<file path="config.mk">
export PLATFORM = sky130hd
export DESIGN_NAME = mio_bridge
export DESIGN_NICKNAME = d
export VERILOG_FILES = /design/src/rtl/mio_pkg.sv /design/src/rtl/mio_counter.sv /design/src/rtl/mio_bridge.sv
export SDC_FILE = /design/constraint.sdc
export NUM_CORES = 1
export LEC_CHECK = 0
export ABC_CLOCK_PERIOD_IN_PS = 3570
export CORE_ASPECT_RATIO = 1.5
export CORE_MARGIN = 5
export CORE_UTILIZATION = 42
export CTS_BUF_LIST = sky130_fd_sc_hd__clkbuf_16
export DETAILED_ROUTE_END_ITERATION = 16
export PLACE_DENSITY_LB_ADDON = 0.3
export SYNTH_ARGS = -nofsm -noshare
export SYNTH_HDL_FRONTEND = slang
export SYNTH_SLANG_ARGS = --single-unit
</file>
<file path="constraint.sdc">
create_clock -name clk -period 3.57 [get_ports clk]
set_clock_uncertainty 0.1 [all_clocks]
set_input_delay 0.714 -clock clk [delete_from_list [all_inputs] [get_ports clk]]
set_output_delay 0.714 -clock clk [all_outputs]
set_load 0.01 [all_outputs]
</file>
<file path="src/rtl/mio_pkg.sv">
// Shared types and constants for the memory-mapped I/O bridge.
package mio_pkg;

   typedef enum logic [1:0] {
      IDLE     = 2'd0,
      RAM_WAIT = 2'd1,
      RESP     = 2'd2
   } state_t;

   typedef enum logic [1:0] {
      REG_RAM = 2'd0,
      REG_IO  = 2'd1,
      REG_ERR = 2'd2
   } region_t;

   localparam logic [31:0] LED_OFS = 32'h0000_0000;
   localparam logic [31:0] SW_OFS  = 32'h0000_0004;
   localparam logic [31:0] CNT_OFS = 32'h0000_0008;

endpackage

</file>
<file path="src/rtl/mio_counter.sv">
// Free-running 32-bit cycle counter; a load replaces the increment for that edge.
module mio_counter (
   input  logic        clk,
   input  logic        rst,
   input  logic        load,
   input  logic [31:0] load_val,
   output logic [31:0] count
);

   logic [31:0] count_q;
   logic [31:0] count_d;

   // Next count: load has priority over the free-running increment.
   always_comb begin
      count_d = count_q + 32'd1;
      if (load) begin
         count_d = load_val;
      end else begin
         count_d = count_q + 32'd1;
      end
   end

   // Counter state register.
   always_ff @(posedge clk) begin
      if (rst) begin
         count_q <= 32'd0;
      end else begin
         count_q <= count_d;
      end
   end

   assign count = count_q;

endmodule

</file>
<file path="src/rtl/mio_bridge.sv">
// CPU data-port bridge: decodes word requests to the data RAM or the LED/SW/counter
// registers and sequences the one-cycle RAM read latency.
module mio_bridge
   import mio_pkg::*;
#(
   parameter int          RAM_AW  = 10,
   parameter logic [31:0] IO_BASE = 32'hF000_0000
) (
   input  logic              clk,
   input  logic              rst,
   input  logic              CPU_MIO,
   input  logic              MemRW,
   input  logic [31:0]       Addr_out,
   input  logic [31:0]       Data_out,
   output logic [31:0]       Data_in,
   output logic              MIO_ready,
   output logic              bus_err,
   output logic [RAM_AW-1:0] ram_addr,
   output logic              ram_we,
   output logic [31:0]       ram_din,
   input  logic [31:0]       ram_dout,
   input  logic [15:0]       sw,
   output logic [15:0]       led
);

   localparam logic [32:0] RAM_LIMIT = 33'd4 << RAM_AW;

   state_t      state_q;
   logic [31:0] data_in_q;
   logic        ready_q;
   logic        err_q;
   logic [15:0] led_q;

   region_t     region_s;
   logic [31:0] io_ofs_s;
   logic [31:0] io_rdata_s;
   logic        accept_s;
   logic        cnt_load_s;
   logic [31:0] count_s;

   // Region decode and register read mux for the presented address.
   always_comb begin
      region_s   = REG_ERR;
      io_ofs_s   = Addr_out - IO_BASE;
      io_rdata_s = 32'd0;
      if (Addr_out[1:0] != 2'b00) begin
         region_s = REG_ERR;
      end else if ({1'b0, Addr_out} < RAM_LIMIT) begin
         region_s = REG_RAM;
      end else if (io_ofs_s == LED_OFS || io_ofs_s == SW_OFS || io_ofs_s == CNT_OFS) begin
         region_s = REG_IO;
      end else begin
         region_s = REG_ERR;
      end
      case (io_ofs_s)
         LED_OFS: io_rdata_s = {16'd0, led_q};
         SW_OFS:  io_rdata_s = {16'd0, sw};
         CNT_OFS: io_rdata_s = count_s;
         default: io_rdata_s = 32'd0;
      endcase
   end

   // A request is taken only in IDLE and never while reset is asserted.
   assign accept_s   = !rst && (state_q == IDLE) && CPU_MIO;
   assign cnt_load_s = accept_s && (region_s == REG_IO) && MemRW && (io_ofs_s == CNT_OFS);

   assign ram_addr = Addr_out[RAM_AW+1:2];
   assign ram_din  = Data_out;
   assign ram_we   = accept_s && (region_s == REG_RAM) && MemRW;

   mio_counter u_counter (
      .clk      (clk),
      .rst      (rst),
      .load     (cnt_load_s),
      .load_val (Data_out),
      .count    (count_s)
   );

   // Request sequencer with registered completion, error and read-data outputs.
   always_ff @(posedge clk) begin
      if (rst) begin
         state_q   <= IDLE;
         data_in_q <= 32'd0;
         ready_q   <= 1'b0;
         err_q     <= 1'b0;
         led_q     <= 16'd0;
      end else begin
         ready_q <= 1'b0;
         err_q   <= 1'b0;
         case (state_q)
            IDLE: begin
               if (CPU_MIO) begin
                  if (region_s == REG_RAM && !MemRW) begin
                     state_q <= RAM_WAIT;
                  end else begin
                     state_q   <= RESP;
                     ready_q   <= 1'b1;
                     err_q     <= (region_s == REG_ERR);
                     data_in_q <= (region_s == REG_IO && !MemRW) ? io_rdata_s : 32'd0;
                     if (region_s == REG_IO && MemRW && io_ofs_s == LED_OFS) begin
                        led_q <= Data_out[15:0];
                     end else begin
                        led_q <= led_q;
                     end
                  end
               end else begin
                  state_q <= IDLE;
               end
            end
            RAM_WAIT: begin
               data_in_q <= ram_dout;
               ready_q   <= 1'b1;
               state_q   <= RESP;
            end
            RESP: begin
               state_q <= IDLE;
            end
            default: begin
               state_q <= IDLE;
            end
         endcase
      end
   end

   assign Data_in   = data_in_q;
   assign MIO_ready = ready_q;
   assign bus_err   = err_q;
   assign led       = led_q;

endmodule

</file>
==> qor.csv <==
stage,metric,value,unit
route,drt initial violations,186,
logic_synthesis,Synth cell types,38,
floorplanning,die extent in x,94.26,µm
placement,Post-DP HPWL,10940,µm
worst_setup_path,CP Capture Type,output port,
power_and_ir_drop,power per cell area,348.6,nW/µm²
worst_setup_path,Crit path arrival time,2600,ps
logic_synthesis,Mapped Area,4473,µm²
logic_synthesis,proportion of synthesized chip area in sequential cells,37.15,%
worst_setup_path,CP bufs+invs,2,
power_and_ir_drop,Sw Pwr,0.5015,mW
worst_setup_path,Worst path max stage delay,620,ps
sta,min Tclk post-route,3414,ps
global_routing,largest net degree at the start of global routing,53,
global_routing,GR Overflow Total,0,
cts,Bufs on Longest Clock Path,2,
power_and_ir_drop,Clock power frac,48.8,%
power_and_ir_drop,Cell Int Power,1.867,mW
route,DR WL/cell,17.15,µm
sta,crit share post-route,95.64,%
worst_setup_path,Crit path top cell by count,clkdlybuf4s50_1,
global_routing,initial antenna violation count,0,
cts,root buf cell,clkbuf_16,
placement,placed cells,811,
worst_setup_path,worst-path cell chain,"clkdlybuf4s50_1, or4b_2, nor4_1, clkdlybuf4s50_1",
logic_synthesis,Post-Syn Nets,632,
final_layout,"commonest non-fill, non-tap cell in the layout",clkdlybuf4s50_1,
cts,CTS Buf Count,9,
power_and_ir_drop,Reg power frac,39.5,%
sta,Slew Limit Fails,0,
power_and_ir_drop,sw frac,21.17,%
floorplanning,IO Pins,209,
final_layout,Finished Layout Cells,827,
route,Routed Antenna Nets,0,
cts,clk sinks,83,
final_layout,fill count,891,
worst_setup_path,"Max FO, Critical Path",2,
sta,pin slew with the least headroom to its limit,988.4,ps
final_layout,final core occ,64.50,%
sta,Setup WS post-layout,155.8,ps
power_and_ir_drop,Logic pwr share,11.7,%
logic_synthesis,Post-Syn Area per Cell,8.686,µm²
logic_synthesis,Yosys reg bits,83,
sta,setup TNS,0,ps
placement,DP Area,6422,µm²
global_routing,gr usage total,21.52,%
min_path,Hold WC Path Type,reg2reg,
cts,# hold bufs at CTS,0,
cts,number of setup buffers added after CTS,0,
cts,htree depth,3,
final_layout,number of diodes,0,
route,Via density,5.242,
route,DRT Pass-1 Iters,5,
placement,Setup WS pre-CTS,118.9,ps
cts,post-CTS sizing,0,
final_layout,register area,1662,µm²
sta,FMAX,292.9,MHz
placement,Port Buf Inserts,208,
cts,Clock transition at path regs,60,ps
final_layout,multi-input logic area,2344,µm²
floorplanning,Die H,136.4,µm
global_routing,via count of the first global-routing pass,4471,
final_layout,design area,6794,µm²
sta,Rel. slew slack,33.60,%
cts,Clock Latency Late Sink,330,ps
sta,hold_ws,353.6,ps
power_and_ir_drop,total power,2.369,mW
route,vias post-DR,4335,
route,routed wire length,14180,µm
final_layout,share of post-route cells with drive strength above 1,7.906,%
final_layout,Final nets,795,
floorplanning,Rows,46,
floorplanning,Placeable Area,10530,µm²
final_layout,Area Overhead vs Synth,51.89,%
worst_setup_path,"delay-heaviest family, CP",buffers and inverters,
flow_run,Max Cap Viol,0,
final_layout,most frequent cells in the layout,"clkdlybuf4s50_1 (207), dfxtp_1 (83), nor2_1 (71), mux2i_1 (46), nand2_1 (35)",
worst_setup_path,Worst EP required,2760,ps
sta,unrepaired setup endpoints after global routing,false,
global_routing,first-pass GRT wire length,21710,µm
sta,# setup viols final,0,
floorplanning,die area,12860,µm²
worst_setup_path,kind of critical path,in2out,
cts,CTS tree,yes,
floorplanning,Initial Utilization,42.47,%
power_and_ir_drop,Static Leak,2.557,nW
logic_synthesis,Synth Instances,515,
worst_setup_path,"Slowest-stage cell, CP",or4b_2,
route,residual DRC count,0,
placement,GPL Wtd Cong,0.8180,
run_status,status,finished clean,
worst_setup_path,Worst setup SP type,input port,
power_and_ir_drop,VDD IR-drop max,0.2683,mV
sta,Fin. Hold Viols,0,
logic_synthesis,synthesis warning total,0,
worst_setup_path,"setup slack, reg-to-reg",1100,ps
sequential cells by signal, indices dropped and copies added (netlist names):
name and cells:
state_q 2, led 16, bus_err 1, u_counter.count 32, Data_in 32
cell usage after synthesis:
| cell type | number | area (µm²) |
|---|---|---|
| a211oi_1 | 20 | 150.1 |
| a211oi_2 | 11 | 137.6 |
| a21o_1 | 19 | 142.6 |
| a21oi_1 | 21 | 105.1 |
| a22o_1 | 7 | 61.31 |
| a311oi_2 | 1 | 15.01 |
| and3_1 | 6 | 37.54 |
| and4_1 | 4 | 35.03 |
| buf_1 | 2 | 7.510 |
| buf_2 | 3 | 15.01 |
| buf_4 | 42 | 315.3 |
| buf_6 | 4 | 45.04 |
| clkbuf_1 | 21 | 78.83 |
| dfxtp_1 | 83 | 1662 |
| ha_1 | 1 | 12.51 |
| inv_1 | 4 | 15.01 |
| mux2i_1 | 46 | 460.4 |
| nand2_1 | 35 | 131.4 |
| nand2b_1 | 2 | 12.51 |
| nand3_1 | 16 | 80.08 |
| nand3b_1 | 1 | 7.510 |
| nand4_1 | 12 | 75.07 |
| nand4b_1 | 1 | 8.760 |
| nor2_1 | 71 | 266.5 |
| nor2b_1 | 4 | 25.02 |
| nor3_1 | 3 | 15.01 |
| nor4_1 | 11 | 68.82 |
| nor4_4 | 1 | 21.27 |
| o21ai_0 | 21 | 105.1 |
| o22ai_1 | 4 | 25.02 |
| or2_2 | 2 | 12.51 |
| or3_1 | 1 | 6.260 |
| or4_1 | 1 | 7.510 |
| or4_4 | 2 | 22.52 |
| or4b_2 | 1 | 10.01 |
| or4b_4 | 1 | 13.76 |
| xnor2_1 | 9 | 78.83 |
| xor2_1 | 21 | 183.9 |
power by group through the flow:
stage	Combinational [mW]	Clock, mW	Sequential, mW
floorplan	0.101	0	0.955
global placement	0.274	0	0.956
detailed placement	0.277	0	0.956
CTS	0.279	1.17	0.935
global route	0.293	1.21	0.936
finish	0.278	1.16	0.935
layer usage:
metal | vias to the layer above | track usage [%] | routed length (µm)
met5 | - | 0 | 0
met4 | 0 | 7.711 | 270
met3 | 18 | 4.540 | 775
met2 | 163 | 40.05 | 7671
met1 | 2034 | 23.62 | 5465
li1 | 2120 | - | -
path summary, 6_finish.rpt:
path | endpoint | cells past startpoint | start
max | ram_we | 4 | CPU_MIO
min | Data_in[12] | 1 | Data_in[12]
max reg2reg | u_counter.count[30] | 6 | u_counter.count[0]
min reg2reg | Data_in[12] | 1 | Data_in[12]
area by class of cell:
| type | count | area share, % |
|---|---|---|
| inverters | 4 | 0.2210 |
| well taps | 144 | 2.652 |
| multi-input cells | 356 | 34.49 |
| clock inverters | 7 | 2.155 |
| flip-flops and latches | 83 | 24.46 |
| clock buffers | 9 | 3.315 |
| repair buffers | 224 | 32.71 |
worst register-to-register path: stages (launching register included):
cell and delay [ps]:
dfxtp_1 450, ha_1 260, nand2_1 150, nor4_1 760, nand3_1 200, xor2_1 210, a211oi_1 250
cells by family after synthesis:
| logic type | Yosys count | synth area share [%] |
|---|---|---|
| and+or+nand+nor | 175 | 19.16 |
| AOI/OAI and AO/OA | 104 | 16.59 |
| DFF | 83 | 37.15 |
| buffers and inverters | 76 | 10.66 |
| muxes | 46 | 10.29 |
| xor gates and xnor gates | 30 | 5.874 |
| adders and majority gates | 1 | 0.2797 |
Power figures use the tool's default switching activity.
